--- config.mk ---
export PLATFORM = sky130hd
export DESIGN_NAME = frame_char_tx_flat
export DESIGN_NICKNAME = d
export VERILOG_FILES = /design/src/rtl/frame_char_tx_pkg.sv /design/src/rtl/frame_char_tx_if.sv /design/src/rtl/frame_char_tx_nibble_to_hex.sv /design/src/rtl/frame_char_tx.sv /design/src/flat_wrapper.sv
export SDC_FILE = /design/constraint.sdc
export NUM_CORES = 1
export LEC_CHECK = 0
export ABC_CLOCK_PERIOD_IN_PS = 3400
export BUFFER_PORTS_ARGS = -buffer_cell sky130_fd_sc_hd__buf_2
export CORE_MARGIN = 2
export CORE_UTILIZATION = 28
export CTS_BUF_LIST = sky130_fd_sc_hd__clkbuf_8
export CTS_CLUSTER_DIAMETER = 200
export CTS_CLUSTER_SIZE = 12
export DETAILED_ROUTE_END_ITERATION = 8
export GPL_ROUTABILITY_DRIVEN = 0
export PLACE_DENSITY_LB_ADDON = 0.12
export SETUP_SLACK_MARGIN = 0.1
export SLEW_MARGIN = 15
export SYNTH_ARGS = -nofsm -noshare
export SYNTH_HDL_FRONTEND = slang
export SYNTH_SLANG_ARGS = --single-unit
--- constraint.sdc ---
create_clock -name clk -period 3.4 [get_ports clk]
set_input_delay 0.17 -clock clk [delete_from_list [all_inputs] [get_ports clk]]
set_output_delay 0.17 -clock clk [all_outputs]
set_load 0.01 [all_outputs]
--- src/rtl/frame_char_tx_pkg.sv ---
// ---------------------------------------------------------------------------
// frame_char_tx_pkg
// Shared definitions for the frame character transmitter and the matching
// char/freq format checker.
//
// Contents:
//   - default frame delimiters and type-character base
//   - reserved format code and digit counts
//   - state enum plus plain 3-bit state constants
//
// Optional feature macro used by the users of this package:
//   FRAME_TX_CHECKSUM_EN
// ---------------------------------------------------------------------------
package frame_char_tx_pkg;

  // Frame delimiters and the base char that the format type is added to.
  localparam logic [7:0] HEAD_CHAR_DEFAULT = 8'h7B;  // '{'
  localparam logic [7:0] TAIL_CHAR_DEFAULT = 8'h7D;  // '}'
  localparam logic [7:0] TYPE_BASE_DEFAULT = 8'h41;  // 'A'

  // Format code 2'b11 is reserved and never framed.
  localparam logic [1:0] FMT_INVALID = 2'b11;

  // Payload is four hex digits; the optional checksum adds two more.
  localparam int HEX_DIGITS  = 4;
  localparam int CSUM_DIGITS = 2;

  // Frame states, in emission order.
  typedef enum logic [2:0] {
    S_IDLE = 3'd0,
    S_HEAD = 3'd1,
    S_TYPE = 3'd2,
    S_DIG  = 3'd3,
    S_CSUM = 3'd4,
    S_TAIL = 3'd5
  } tx_state_e;

  // Plain vector constants for state registers that must stay enum-free.
  localparam logic [2:0] ST_IDLE = S_IDLE;
  localparam logic [2:0] ST_HEAD = S_HEAD;
  localparam logic [2:0] ST_TYPE = S_TYPE;
  localparam logic [2:0] ST_DIG  = S_DIG;
  localparam logic [2:0] ST_CSUM = S_CSUM;
  localparam logic [2:0] ST_TAIL = S_TAIL;

endpackage

--- src/rtl/frame_char_tx_if.sv ---
// ---------------------------------------------------------------------------
// frame_char_tx_if
// Request and character-stream signals of the frame transmitter.
//
// Signals:
//   start        request to send one frame
//   format_type  record type (2'b11 reserved)
//   freq         16-bit payload value
//   ready        downstream accepts the current char
//   char         current ASCII char
//   valid        char is valid
//   busy         frame in progress
//   done         one-cycle pulse after the tail char transfer
//   bad_fmt      one-cycle pulse when a start is rejected
//
// Modports:
//   master  the transmitter itself (drives the char stream and status)
//   slave   the stimulus/consumer side (drives the request and ready)
// ---------------------------------------------------------------------------
interface frame_char_tx_if;

  logic        start;
  logic [1:0]  format_type;
  logic [15:0] freq;
  logic        ready;
  logic [7:0]  char;
  logic        valid;
  logic        busy;
  logic        done;
  logic        bad_fmt;

  modport master (
    input  start, format_type, freq, ready,
    output char, valid, busy, done, bad_fmt
  );

  modport slave (
    output start, format_type, freq, ready,
    input  char, valid, busy, done, bad_fmt
  );

endinterface

--- src/rtl/frame_char_tx_nibble_to_hex.sv ---
// ---------------------------------------------------------------------------
// frame_char_tx_nibble_to_hex
// Combinational 4-bit to uppercase ASCII hex digit converter.
//
// Ports:
//   nibble  in   4  value 0..15
//   ascii   out  8  '0'..'9' or 'A'..'F'
// ---------------------------------------------------------------------------
module frame_char_tx_nibble_to_hex (
  input  logic [3:0] nibble,
  output logic [7:0] ascii
);

  // Digits map onto '0'..'9'; letters start at 'A' for value ten.
  always_comb begin
    if (nibble < 4'd10) begin
      ascii = 8'h30 + {4'h0, nibble};
    end else begin
      ascii = 8'h41 + {4'h0, nibble} - 8'd10;
    end
  end

endmodule

--- src/rtl/frame_char_tx.sv ---
// ---------------------------------------------------------------------------
// frame_char_tx
// Serializes one record (format type + 16-bit freq) into an ASCII char
// stream with a valid/ready handshake:
//   HEAD, TYPE_BASE+format_type, 4 hex digits of freq (MSB first),
//   [2 hex checksum digits], TAIL
//
// Ports:
//   clk    in  system clock, rising edge
//   reset  in  synchronous active-high reset
//   bus    frame_char_tx_if.master (start/format_type/freq/ready in,
//          char/valid/busy/done/bad_fmt out)
//
// Macro FRAME_TX_CHECKSUM_EN: when defined, two hex digits of the XOR of
// the type char and the four freq digit chars are sent before the tail.
// ---------------------------------------------------------------------------
module frame_char_tx
  import frame_char_tx_pkg::*;
#(
  parameter logic [7:0] HEAD_CHAR = HEAD_CHAR_DEFAULT,
  parameter logic [7:0] TAIL_CHAR = TAIL_CHAR_DEFAULT,
  parameter logic [7:0] TYPE_BASE = TYPE_BASE_DEFAULT
) (
  input  logic            clk,
  input  logic            reset,
  frame_char_tx_if.master bus
);

  localparam logic [1:0] DIG_LAST = 2'(HEX_DIGITS - 1);

`ifdef FRAME_TX_CHECKSUM_EN
  localparam logic       CSUM_LAST    = 1'(CSUM_DIGITS - 1);
  localparam logic [2:0] ST_AFTER_DIG = ST_CSUM;
`else
  localparam logic [2:0] ST_AFTER_DIG = ST_TAIL;
`endif

  logic [2:0]  state;
  logic [1:0]  dig_cnt;
  logic [1:0]  fmt_q;
  logic [15:0] freq_q;
  logic        done_q;
  logic        bad_fmt_q;

`ifdef FRAME_TX_CHECKSUM_EN
  logic        csum_cnt;
  logic [7:0]  csum_q;
`endif

  logic [3:0]  nibble;
  logic [7:0]  hex_char;
  logic [7:0]  type_char;
  logic [7:0]  char_d;
  logic        valid_d;
  logic        xfer;

  // Only one hex converter: the freq digits and checksum digits are never
  // on the wire at the same time, so the nibble is picked by state.
  always_comb begin
    nibble = 4'h0;
    if (state == ST_DIG) begin
      case (dig_cnt)
        2'd0:    nibble = freq_q[15:12];
        2'd1:    nibble = freq_q[11:8];
        2'd2:    nibble = freq_q[7:4];
        default: nibble = freq_q[3:0];
      endcase
    end
`ifdef FRAME_TX_CHECKSUM_EN
    else if (state == ST_CSUM) begin
      nibble = csum_cnt ? csum_q[3:0] : csum_q[7:4];
    end
`endif
  end

  frame_char_tx_nibble_to_hex u_hex (
    .nibble (nibble),
    .ascii  (hex_char)
  );

  assign type_char = TYPE_BASE + {6'b0, fmt_q};

  // Output char is a pure function of registered state, so it cannot move
  // while the consumer holds ready low.
  always_comb begin
    char_d = 8'h00;
    case (state)
      ST_HEAD: char_d = HEAD_CHAR;
      ST_TYPE: char_d = type_char;
      ST_DIG,
      ST_CSUM: char_d = hex_char;
      ST_TAIL: char_d = TAIL_CHAR;
      default: char_d = 8'h00;
    endcase
  end

  assign valid_d = (state != ST_IDLE);
  assign xfer    = valid_d && bus.ready;

  assign bus.char    = char_d;
  assign bus.valid   = valid_d;
  assign bus.busy    = valid_d;
  assign bus.done    = done_q;
  assign bus.bad_fmt = bad_fmt_q;

  // Frame sequencer. Each char advances only on its own transfer; the
  // done and bad_fmt pulses default low every cycle. Leaving TAIL lands in
  // IDLE together with done, so a start in the done cycle is accepted.
  always_ff @(posedge clk) begin
    if (reset) begin
      state     <= ST_IDLE;
      dig_cnt   <= 2'd0;
      fmt_q     <= 2'd0;
      freq_q    <= 16'h0000;
      done_q    <= 1'b0;
      bad_fmt_q <= 1'b0;
`ifdef FRAME_TX_CHECKSUM_EN
      csum_cnt  <= 1'b0;
      csum_q    <= 8'h00;
`endif
    end else begin
      done_q    <= 1'b0;
      bad_fmt_q <= 1'b0;
      case (state)
        ST_IDLE: begin
          if (bus.start) begin
            if (bus.format_type == FMT_INVALID) begin
              bad_fmt_q <= 1'b1;
            end else begin
              fmt_q   <= bus.format_type;
              freq_q  <= bus.freq;
              dig_cnt <= 2'd0;
`ifdef FRAME_TX_CHECKSUM_EN
              csum_cnt <= 1'b0;
              csum_q   <= 8'h00;
`endif
              state   <= ST_HEAD;
            end
          end
        end
        ST_HEAD: begin
          if (xfer) state <= ST_TYPE;
        end
        ST_TYPE: begin
          if (xfer) begin
`ifdef FRAME_TX_CHECKSUM_EN
            csum_q <= csum_q ^ type_char;
`endif
            state <= ST_DIG;
          end
        end
        ST_DIG: begin
          if (xfer) begin
`ifdef FRAME_TX_CHECKSUM_EN
            csum_q <= csum_q ^ hex_char;
`endif
            if (dig_cnt == DIG_LAST) begin
              state <= ST_AFTER_DIG;
            end else begin
              dig_cnt <= dig_cnt + 2'd1;
            end
          end
        end
`ifdef FRAME_TX_CHECKSUM_EN
        ST_CSUM: begin
          if (xfer) begin
            if (csum_cnt == CSUM_LAST) begin
              state <= ST_TAIL;
            end else begin
              csum_cnt <= csum_cnt + 1'b1;
            end
          end
        end
`endif
        ST_TAIL: begin
          if (xfer) begin
            state  <= ST_IDLE;
            done_q <= 1'b1;
          end
        end
        default: state <= ST_IDLE;
      endcase
    end
  end

endmodule
--- src/flat_wrapper.sv ---
// flat-port wrapper written by rule: the top's interface ports become plain ports
module frame_char_tx_flat import frame_char_tx_pkg::*;
#(
  parameter logic [7:0] HEAD_CHAR = HEAD_CHAR_DEFAULT,
  parameter logic [7:0] TAIL_CHAR = TAIL_CHAR_DEFAULT,
  parameter logic [7:0] TYPE_BASE = TYPE_BASE_DEFAULT
)
  (clk, reset, bus_start, bus_format_type, bus_freq, bus_ready, bus_char, bus_valid, bus_busy, bus_done, bus_bad_fmt);
  frame_char_tx_if bus_i ();
  input  logic clk;
  input  logic reset;
  input wire logic [$bits(bus_i.start)-1:0] bus_start;
  input wire logic [$bits(bus_i.format_type)-1:0] bus_format_type;
  input wire logic [$bits(bus_i.freq)-1:0] bus_freq;
  input wire logic [$bits(bus_i.ready)-1:0] bus_ready;
  output wire logic [$bits(bus_i.char)-1:0] bus_char;
  output wire logic [$bits(bus_i.valid)-1:0] bus_valid;
  output wire logic [$bits(bus_i.busy)-1:0] bus_busy;
  output wire logic [$bits(bus_i.done)-1:0] bus_done;
  output wire logic [$bits(bus_i.bad_fmt)-1:0] bus_bad_fmt;
  assign bus_i.start = bus_start;
  assign bus_i.format_type = bus_format_type;
  assign bus_i.freq = bus_freq;
  assign bus_i.ready = bus_ready;
  assign bus_char = bus_i.char;
  assign bus_valid = bus_i.valid;
  assign bus_busy = bus_i.busy;
  assign bus_done = bus_i.done;
  assign bus_bad_fmt = bus_i.bad_fmt;
  frame_char_tx #(.HEAD_CHAR(HEAD_CHAR), .TAIL_CHAR(TAIL_CHAR), .TYPE_BASE(TYPE_BASE)) u_core (.clk(clk), .reset(reset), .bus(bus_i));
endmodule
==> results of run 1 <==
worst min-delay path: cells and delay by family:
family	cells	cell delay (ns)
simple gates	1	0.07
mux	1	0.05
buf+inv	1	0.07
cells in the mapped netlist (2+ instances only):
master / number
dfxtp_1: 25
nor2_1: 25
mux2i_1: 19
nor2b_1: 10
a21oi_1: 6
ha_1: 6
inv_1: 6
nand2_1: 5
a222oi_1: 4
clkbuf_1: 4
a211oi_2: 3
nor3_1: 3
o21ai_0: 3
a31oi_1: 2
a32oi_1: 2
and2_1: 2
buf_4: 2
buf_6: 2
nand3_1: 2
o21ai_1: 2
cell families (layout without fill, tap and decap cells):
kind of cell	after synthesis	in the layout	synth area share, %
mux	19	19	14.00
flops	25	25	36.83
fa+ha+maj	6	6	5.525
simple gates	57	57	21.73
buf+inv	16	43	6.168
other cells	1	1	0.2760
compound gates	28	28	15.47
sequential cells by signal (all words and copies together), names as in the netlist:
signal and flops:
u_core.bus.bad_fmt 1, u_core.dig_cnt 2, u_core.bus.done 1, u_core.fmt_q 2, u_core.freq_q 16, u_core.state 3
power by group through the flow:
stage / sequential [mW] / clock (mW) / combinational [mW]
2_1_floorplan: 0.324 / 0 / 0.0869
3_3_place_gp: 0.332 / 0 / 0.112
3_5_place_dp: 0.332 / 0 / 0.112
4_1_cts: 0.325 / 0.182 / 0.114
5_1_grt: 0.328 / 0.197 / 0.127
6_report: 0.325 / 0.173 / 0.113
cell usage in the layout (no fill, tap or decap), drive strengths merged, types with 2 or more instances in the layout:
| cell type | n |
|---|---|
| buf | 33 |
| nor2 | 25 |
| dfxtp | 25 |
| mux2i | 19 |
| nor2b | 10 |
| inv | 6 |
| a21oi | 6 |
| ha | 6 |
| nand2 | 5 |
| o21ai | 5 |
| a222oi | 4 |
| a211oi | 4 |
| nor3 | 4 |
| clkbuf | 3 |
| and2 | 2 |
| a32oi | 2 |
| nand3 | 2 |
| a31oi | 2 |
metal layers:
metal | track usage [%] | share of wire, % | vias up
li1 | - | - | 587
met1 | 17.09 | 48 | 532
met2 | 19.94 | 46 | 32
met3 | 1.783 | 4.1 | 4
met4 | 5.051 | 1.5 | 0
met5 | 0 | 0 | -
per-stage QoR:
stage / power [mW] / setup slack (ns)
after floorplan: 0.4113 / 1.337
after global placement: 0.4431 / 0.9550
after detailed placement: 0.4443 / 0.8297
after CTS: 0.6209 / 0.5006
after global routing: 0.6520 / 0.2705
final: 0.6103 / 0.4807
cell type report:
class	instances	area, sq um	area share [%]
Timing Repair Buffer	33	167.7	10.62
Inverter	6	22.52	1.426
Sequential cell	25	500.5	31.70
Tap cell	54	67.56	4.279
Clock buffer	3	41.29	2.615
Clock inverter	1	5.005	0.3170
Multi-Input combinational cell	111	774.5	49.05
path summary, 6_finish.rpt:
path / to / slack, ns
max: bus_char[4] / 0.48
max reg2reg: u_core.dig_cnt[1]$_SDFFE_PP0P_ / 1.66
min: u_core.freq_q[3]$_SDFFE_PP0P_ / 0.13
min reg2reg: u_core.freq_q[5]$_SDFFE_PP0P_ / 0.51
==> impl_metrics.csv, run 1 <==
group,metric,value,unit
place,placedCellCount,229,
die,die_w,73.66,um
logic_synthesis,yosysUniqueCellTypes,39,
logic_synthesis,synth-seq-cells,25,
die,die_h,73.66,um
hold_path,hold_path_depth,3,
grt,grt_max_degree,26,
clocking,root_buffer,"clkbuf_8",
clocking,ctsLongestPathBuffers,2,
setup_path,crit_path_start_kind,"register",
setup_path,timing.rr.start,"u_core.dig_cnt[0]$_SDFFE_PP0P_",
logic_synthesis,syn-num-nets,180,
finish,stdcell_count,233,
die,row_count,25,
detailed_routing,viasPerCell,4.957,
finish,fill_cells,502,
clocking,worstSkewPairLatency,0.26,ns
setup_path,cp.depth,8,
hold_path,hold_start,"bus_freq[3]",
setup_path,path_delay_family,"compound AO/OA/AOI/OAI gates",
clocking,postCtsSetupRepairBufs,0,
finish,fin_area,1579,sq um
grt,overflow,0,
setup_path,endpoint_kind,"primary output",
setup_path,required,3.23,ns
setup_path,path_buf_inv,2,
grt,gr-usage-all-layers,12.56,%
place,io_buffer_count,32,
logic_synthesis,synth_area,1359,sq um
setup_path,reg2reg_depth,5,
clocking,cts.sinks,25,
logic_synthesis,async_flop_share,0,%
timing,finalCriticalPeriod,2.919,ns
detailed_routing,drt_wl_total,3118,um
power_and_ir_drop,power_density,386.5,nW/um^2
grt,grt_pass1_vias,1131,
clocking,htree_levels,1,
run,max_cap_viol_count,0,
finish,layout.nets,208,
timing,period_share,85.86,%
place,hpwl,2298,um
timing,setup_viol_count_final,0,
finish,drive_gt1_share,22.91,%
logic_synthesis,synthesis.instances,152,
power_and_ir_drop,vdd_ir_drop_max,0.1399,mV
place,placed_area,1533,sq um
logic_synthesis,yosysSeqAreaShare,36.83,%
die,io_pins,34,
clocking,cts_buffers,3,
grt,grt_pass1_wl,5250,um
finish,num_antenna_cells,0,
clocking,hold_buffers,0,
timing,clock_skew,0.002902,ns
detailed_routing,first_iter_violations,34,
die,die-area,5426,sq um
setup_path,worst-path-max-fanout,15,
power_and_ir_drop,p_leak,0.7352,nW
timing,tns,0,ns
power_and_ir_drop,clkPwrFrac,28.4,%
finish,syn2layout_area_growth,16.21,%
hold_path,hp-class,"in -> reg",
power_and_ir_drop,p_comb_share,18.4,%
setup_path,cpMaxStageDelayCell,"dfxtp_1",
detailed_routing,ant_nets,0,
power_and_ir_drop,p_int,0.4452,mW
timing,fmax,342.6,MHz
logic_synthesis,synthFlopType,"dfxtp_1",
power_and_ir_drop,switching_share,27.06,%
detailed_routing,vias,1155,
logic_synthesis,synth_top_area_share,36.83,%
power_and_ir_drop,p_switching,0.1651,mW
finish,post-route-util,33.65,%
clocking,cts_resized,0,
detailed_routing,drtPass1Iterations,4,
logic_synthesis,synth_area_leaders,"dfxtp_1 (37%), mux2i_1 (14%), nor2_1 (6.9%), ha_1 (5.5%), nor2b_1 (4.6%)",
setup_path,path_cells,"nand3b_1, a211oi_1, inv_1, ha_1, a2111oi_0, o21ai_1, and2_1, buf_2",
timing,rsz0062_at_grt,"no",
setup_path,cp-startpoint,"u_core.state[1]$_SDFFE_PP0P_",
timing,slew_violations,0,
setup_path,critical_path_class,"reg -> out",
status,outcome,"finished, final reports clean",
detailed_routing,wl_per_cell,13.38,um
clocking,path_clk_slew,0.09,ns
logic_synthesis,post-synth-top-area-cell,"dfxtp_1",
logic_synthesis,synth_edf_count,0,
clocking,cts_tree,"done",
logic_synthesis,avgSynthCellArea,8.939,sq um
grt,antenna_found_initial,0,
die,core,4692,sq um
power_and_ir_drop,seq_power_share,53.2,%
timing,whs,0.1333,ns
setup_path,arrival,2.75,ns
logic_synthesis,yosys_warnings,0,
setup_path,slowest_delay,0.59,ns
detailed_routing,route.detailed.drc,0,
die,initial_core_util,28.96,%
timing,hold_viol_final,0,
Power figures use the tool's default switching activity.
==> run 2, diff against run 1 <==
--- a/config.mk
+++ b/config.mk
@@ -14,7 +14,7 @@
 export CTS_CLUSTER_SIZE = 12
 export DETAILED_ROUTE_END_ITERATION = 8
 export GPL_ROUTABILITY_DRIVEN = 0
-export PLACE_DENSITY_LB_ADDON = 0.12
+export PLACE_DENSITY = 0.58
 export SETUP_SLACK_MARGIN = 0.1
 export SLEW_MARGIN = 15
 export SYNTH_ARGS = -nofsm -noshare
==> run 2 against run 1 <==
Net effect: via count down 2.5%; clock skew up 0.0014 ns; die area unchanged; count of clock-buffer cells in the layout unchanged; sequential share of layout area down 0.075 points; first-iteration DRC count up 85%; sequential power about the same; combinational power about the same; core utilization up 0.080 points; final area up 0.24%; register-to-register slack about the same; hold slack worse by 0.015 ns.
==> impl_metrics.csv, run 2 (synthesized netlist as in run 1, its figures left out) <==
group,metric,value,unit
clocking,ctsLongestPathBuffers,2,
grt,use_met1,16.07,%
setup_path,worst-path-max-fanout,15,
finish,reg_top3,"u_core.freq_q (16), u_core.state (3)",
detailed_routing,ant_nets,0,
setup_path,slowest_delay,0.60,ns
finish,fill_cells,509,
hold_path,hp-class,"in -> reg",
finish,stdcell_count,233,
place,io_buffer_count,32,
clocking,cts.sinks,25,
setup_path,cp.depth,8,
clocking,worstSkewPairLatency,0.28,ns
power_and_ir_drop,vdd_ir_drop_max,0.1174,mV
setup_path,r2r-end,"u_core.dig_cnt[1]$_SDFFE_PP0P_",
finish,register_area,500.5,sq um
setup_path,path_cells,"nand3b_1, a211oi_2, inv_1, ha_1, a2111oi_0, o21ai_1, and2_1, buf_2",
timing,fmax,348.5,MHz
die,core,4692,sq um
grt,grt_max_degree,26,
setup_path,cp-startpoint,"u_core.state[1]$_SDFFE_PP0P_",
timing,tightest_slew,0.5507,ns
die,io_pins,34,
timing,finalCriticalPeriod,2.869,ns
grt,antenna_found_initial,0,
grt,overflow,0,
setup_path,cpMaxStageDelayCell,"dfxtp_1",
run,max_cap_viol_count,0,
die,die-area,5426,sq um
finish,drive_gt1_share,22.91,%
hold_path,hold_path_depth,3,
detailed_routing,first_iter_violations,63,
setup_path,arrival,2.70,ns
finish,num_antenna_cells,0,
timing,relSlewSlack,63.29,%
detailed_routing,drtPass1Iterations,4,
clocking,root_buffer,"clkbuf_8",
hold_path,whs_endpoint,"u_core.freq_q[10]$_SDFFE_PP0P_",
timing,period_share,84.39,%
grt,use_met2,18.95,%
clocking,postCtsSetupRepairBufs,0,
clocking,hold_buffers,0,
place,hpwl,2239,um
die,initial_core_util,28.96,%
clocking,path_clk_slew,0.10,ns
finish,largest_register_ffs,16,
clocking,htree_levels,1,
place,placed_area,1533,sq um
grt,grt_use_met3,1.646,%
detailed_routing,viasPerCell,4.833,
finish,fin_area,1583,sq um
power_and_ir_drop,p_leak,0.7358,nW
finish,syn2layout_area_growth,16.48,%
finish,multiInputGateArea,774.5,sq um
finish,layout_common_cells,"buf_2 (32), nor2_1 (25), dfxtp_1 (25)",
detailed_routing,route.detailed.drc,0,
setup_path,path_buf_inv,2,
grt,grt_pass1_vias,1013,
timing,rsz0062_at_grt,"no",
grt,gr-usage-all-layers,11.89,%
finish,top_register,"u_core.freq_q",
place,placedCellCount,229,
hold_path,hold_start,"bus_freq[10]",
die,die_h,73.66,um
timing,tns,0,ns
timing,setup_viol_count_final,0,
die,die_w,73.66,um
status,outcome,"finished, final reports clean",
setup_path,critical_path_class,"reg -> out",
detailed_routing,drt_wl_total,3006,um
setup_path,reg2reg_depth,5,
grt,grt_busiest_layer,"met2",
setup_path,crit_path_start_kind,"register",
detailed_routing,vias,1126,
timing,slew_violations,0,
clocking,cts_buffers,3,
finish,layout.nets,208,
detailed_routing,wl_per_cell,12.90,um
timing,clock_skew,0.004306,ns
finish,final_common_cell,"buf_2",
setup_path,path_delay_family,"compound AO/OA/AOI/OAI gates",
die,row_count,25,
setup_path,timing.rr.start,"u_core.dig_cnt[0]$_SDFFE_PP0P_",
clocking,cts_resized,0,
grt,grt_pass1_wl,4892,um
power_and_ir_drop,power_density,396.2,nW/um^2
timing,hold_viol_final,0,
setup_path,regToRegSetupSlack,1.66,ns
setup_path,required,3.23,ns
clocking,cts_tree,"done",
setup_path,endpoint_kind,"primary output",
==> run 2: worst min-delay path, stage by stage <==
cell     delay (ns)
buf_2          0.07
mux2i_1        0.05
nor2_1         0.07
==> run 2: cell type report <==
type / instances / area share, %
Timing Repair Buffer: 33 / 10.59
Inverter: 6 / 1.423
Multi-Input combinational cell: 111 / 48.93
Tap cell: 54 / 4.269
Clock inverter: 1 / 0.5534
Sequential cell: 25 / 31.62
Clock buffer: 3 / 2.609
==> run 2: report_power, final <==
| part | internal (mW) | switching, mW | leakage, nW | total (mW) |
|---|---|---|---|---|
| Clock | 0.0860 | 0.104 | 0.0261 | 0.190 |
| Combinational | 0.0533 | 0.0581 | 0.505 | 0.111 |
| Sequential | 0.310 | 0.0156 | 0.204 | 0.326 |
| Total | 0.449 | 0.178 | 0.736 | 0.627 |
==> run 2: per-layer routing <==
layer  vias up  part of all wire, %  wire [um]
li1        591                    -          -
met1       508                   52       1549
met2        22                   44       1309
met3         5                  3.2         97
met4         0                  1.6         49
met5         -                    0          0
==> run 2: worst max-delay path by stage <==
stage | to | slack (ns)
2_1_floorplan | bus_char[4] | 1.34
3_3_place_gp | bus_char[4] | 0.96
3_5_place_dp | bus_char[4] | 0.90
4_1_cts | bus_char[4] | 0.58
5_1_grt | bus_char[4] | 0.27
6_report | bus_char[4] | 0.53
==> run 2: metrics by stage <==
step	total power, mW	setup WS [ns]	util, %	hold WS [ns]
3_3_place_gp	0.4437	0.9572	32.67	0.4026
4_1_cts	0.6350	0.5794	33.73	0.1157
5_1_grt	0.6618	0.2742	33.73	0.1289
2_1_floorplan	0.4113	1.337	-	0.2883
3_5_place_dp	0.4450	0.8960	32.67	0.4091
6_report	0.6271	0.5307	33.73	0.1186
==> run 3, diff against run 2 <==
--- a/config.mk
+++ b/config.mk
@@ -5,7 +5,8 @@
 export SDC_FILE = /design/constraint.sdc
 export NUM_CORES = 1
 export LEC_CHECK = 0
-export ABC_CLOCK_PERIOD_IN_PS = 3400
+export ABC_AREA = 1
+export ABC_CLOCK_PERIOD_IN_PS = 2800
 export BUFFER_PORTS_ARGS = -buffer_cell sky130_fd_sc_hd__buf_2
 export CORE_MARGIN = 2
 export CORE_UTILIZATION = 28
==> constraint.sdc (replaced) <==
create_clock -name clk -period 2.8 [get_ports clk]
set_input_delay 0.14 -clock clk [delete_from_list [all_inputs] [get_ports clk]]
set_output_delay 0.14 -clock clk [all_outputs]
set_load 0.01 [all_outputs]
==> run 3 against run 2 <==
Net effect: combinational power increased to 6.0 times the previous value; synthesized cell count increased by 39%; sequential cell count unchanged; area after synthesis increased by 1.9%; non-clock buffer count decreased by 1.
==> impl_metrics.csv, run 3 <==
group,metric,value,unit
power_and_ir_drop,seq_power_share,36.8,%
timing,tightest_slew,0.5626,ns
clocking,cts_tree,"done",
grt,grt_pass1_wl,5375,um
status,outcome,"finished, final reports clean",
logic_synthesis,synth_most_common_cell,"nand2_1",
power_and_ir_drop,p_switching,0.6207,mW
power_and_ir_drop,p_comb_share,47.8,%
logic_synthesis,synthesis.instances,212,
finish,largest_register_ffs,16,
clocking,cts.sinks,25,
clocking,cts_buffers,3,
logic_synthesis,avgSynthCellArea,6.533,sq um
setup_path,regToRegSetupSlack,1.15,ns
detailed_routing,vias,1341,
setup_path,endpoint_kind,"primary output",
logic_synthesis,syn-num-nets,240,
finish,num_antenna_cells,0,
setup_path,crit_path_start_kind,"register",
place,hpwl,2480,um
finish,multiInputGateArea,780.7,sq um
timing,period_share,82.64,%
logic_synthesis,post-synth-top-area-cell,"dfxtp_1",
logic_synthesis,async_flop_share,0,%
finish,register_area,500.5,sq um
logic_synthesis,yosysUniqueCellTypes,26,
die,die-area,5525,sq um
die,io_pins,34,
timing,fmax,432.2,MHz
logic_synthesis,synthTopCellsByCount,"nand2_1 (49), nor2_1 (47), dfxtp_1 (25), o21ai_0 (18), nand3_1 (15)",
timing,setup_viol_count_final,0,
setup_path,critical_path_class,"reg -> out",
finish,reg_top3,"u_core.freq_q (16), u_core.state (3)",
setup_path,worst-path-max-fanout,7,
logic_synthesis,synthFlopType,"dfxtp_1",
timing,rsz0062_at_grt,"no",
timing,slew_violations,0,
power_and_ir_drop,p_int,0.7825,mW
grt,gr-usage-all-layers,12.36,%
detailed_routing,drtPass1Iterations,4,
grt,grt_busiest_layer,"met2",
die,row_count,25,
timing,relSlewSlack,62.45,%
setup_path,path_delay_family,"simple AND/OR/NAND/NOR gates",
die,die_w,74.33,um
die,die_h,74.33,um
timing,clock_skew,0.007287,ns
setup_path,path_cells,"ha_1, nor3_2, nand2_1, o21ai_1, inv_1, ha_1, inv_1, nand3_1, nand2_1, nand3_1, nand2_1, nand2_1, buf_2",
timing,hold_viol_final,0,
logic_synthesis,synth_area_leaders,"dfxtp_1 (36%), nand2_1 (13%), nor2_1 (13%), o21ai_0 (6.5%), ha_1 (5.4%)",
detailed_routing,viasPerCell,4.354,
clocking,path_clk_slew,0.08,ns
power_and_ir_drop,switching_share,44.24,%
logic_synthesis,synth_top_area_share,36.13,%
setup_path,cpMaxStageDelayCell,"dfxtp_1",
logic_synthesis,synth_edf_count,0,
finish,fill_cells,541,
timing,finalCriticalPeriod,2.314,ns
detailed_routing,first_iter_violations,41,
finish,final_common_cell,"nand2_1",
clocking,hold_buffers,0,
timing,tns,0,ns
setup_path,required,2.66,ns
detailed_routing,route.detailed.drc,0,
logic_synthesis,synth_area,1385,sq um
finish,syn2layout_area_growth,18.25,%
setup_path,crit_path_frequent_cell,"nand2_1",
finish,post-route-util,34.45,%
grt,grt_use_met3,1.355,%
grt,antenna_found_initial,0,
clocking,htree_levels,1,
power_and_ir_drop,p_leak,0.8090,nW
power_and_ir_drop,clkPwrFrac,15.4,%
clocking,postCtsSetupRepairBufs,0,
clocking,cts_resized,0,
finish,drive_gt1_share,20.75,%
place,io_buffer_count,32,
finish,fin_area,1638,sq um
logic_synthesis,yosysSeqAreaShare,36.13,%
grt,use_met2,19.25,%
grt,grt_max_degree,24,
logic_synthesis,synth-seq-cells,25,
setup_path,slowest_delay,0.35,ns
grt,overflow,0,
logic_synthesis,yosys_warnings,0,
clocking,ctsLongestPathBuffers,2,
detailed_routing,drt_wl_total,3158,um
die,core,4755,sq um
grt,use_met1,17.59,%
power_and_ir_drop,power_density,856.8,nW/um^2
setup_path,arrival,2.17,ns
clocking,worstSkewPairLatency,0.27,ns
finish,layout_common_cells,"nand2_1 (49), nor2_1 (47), buf_2 (32)",
finish,top_register,"u_core.freq_q",
setup_path,path_buf_inv,3,
grt,grt_pass1_vias,1221,
clocking,root_buffer,"clkbuf_8",
power_and_ir_drop,vdd_ir_drop_max,0.2773,mV
run,max_cap_viol_count,0,
place,placed_area,1589,sq um
detailed_routing,wl_per_cell,10.25,um
die,initial_core_util,29.13,%
place,placedCellCount,304,
hold_path,hp-class,"in -> reg",
finish,layout.nets,270,
finish,stdcell_count,308,
detailed_routing,ant_nets,0,
## run 3: kinds of logic after synthesis
family                   synth area share, %
other                                 0.2707
AO/OA/AOI/OAI                          12.01
AND/OR/NAND/NOR                        38.66
adder cells (fa/ha/maj)                5.420
flip-flops                             36.13
buffers and inverters                  7.497
## run 3: worst paths after layout
kind                                                     start                        endpoint  depth (start not counted)
worst max-delay path            u_core.dig_cnt[0]$_SDFFE_PP0P_                     bus_char[2]                         13
worst max register to register    u_core.state[1]$_SDFFE_PP0P_   u_core.freq_q[0]$_SDFFE_PP0P_                          8
worst min register to register   u_core.freq_q[1]$_SDFFE_PP0P_   u_core.freq_q[1]$_SDFFE_PP0P_                          2
worst min-delay path                                     reset  u_core.dig_cnt[1]$_SDFFE_PP0P_                          2
## run 3: metrics by stage
stage / worst slack (ns) / hold slack, ns / power (mW)
6_report: 0.4862 / 0.07663 / 1.403
5_1_grt: 0.2512 / 0.08684 / 1.541
4_1_cts: 0.5031 / 0.07253 / 1.417
3_5_place_dp: 0.8093 / 0.3569 / 1.198
3_3_place_gp: 0.8746 / 0.3596 / 1.196
2_1_floorplan: 1.053 / 0.2091 / 1.020
## run 3: cell type report
| class | count | share of cell area (%) |
|---|---|---|
| Multi-Input combinational cell | 163 | 47.67 |
| Sequential cell | 25 | 30.56 |
| Timing Repair Buffer | 32 | 9.778 |
| Tap cell | 67 | 5.118 |
| Inverter | 17 | 3.896 |
| Clock buffer | 3 | 2.521 |
| Clock inverter | 1 | 0.4584 |
## run 3: power groups by stage
stage / sequential, mW / clock (mW) / combinational [mW]
detailed placement: 0.524 / 0 / 0.674
finish: 0.517 / 0.216 / 0.670
global route: 0.527 / 0.236 / 0.777
CTS: 0.516 / 0.225 / 0.676
floorplan: 0.505 / 0 / 0.515
global placement: 0.524 / 0 / 0.672
## run 3: per-layer routing
metal	vias to the layer above	wire length [um]
met5	-	0
met4	0	27
met3	3	152
met2	34	1314
met1	571	1664
li1	733	-
## run 3: worst register-to-register path, delay by kind of cell, from the launching register on
kind	cells	cell delay, ns
AOI/OAI and AO/OA	2	0.23
and+or+nand+nor	3	0.55
DFF	1	0.35
buffers and inverters	3	0.41
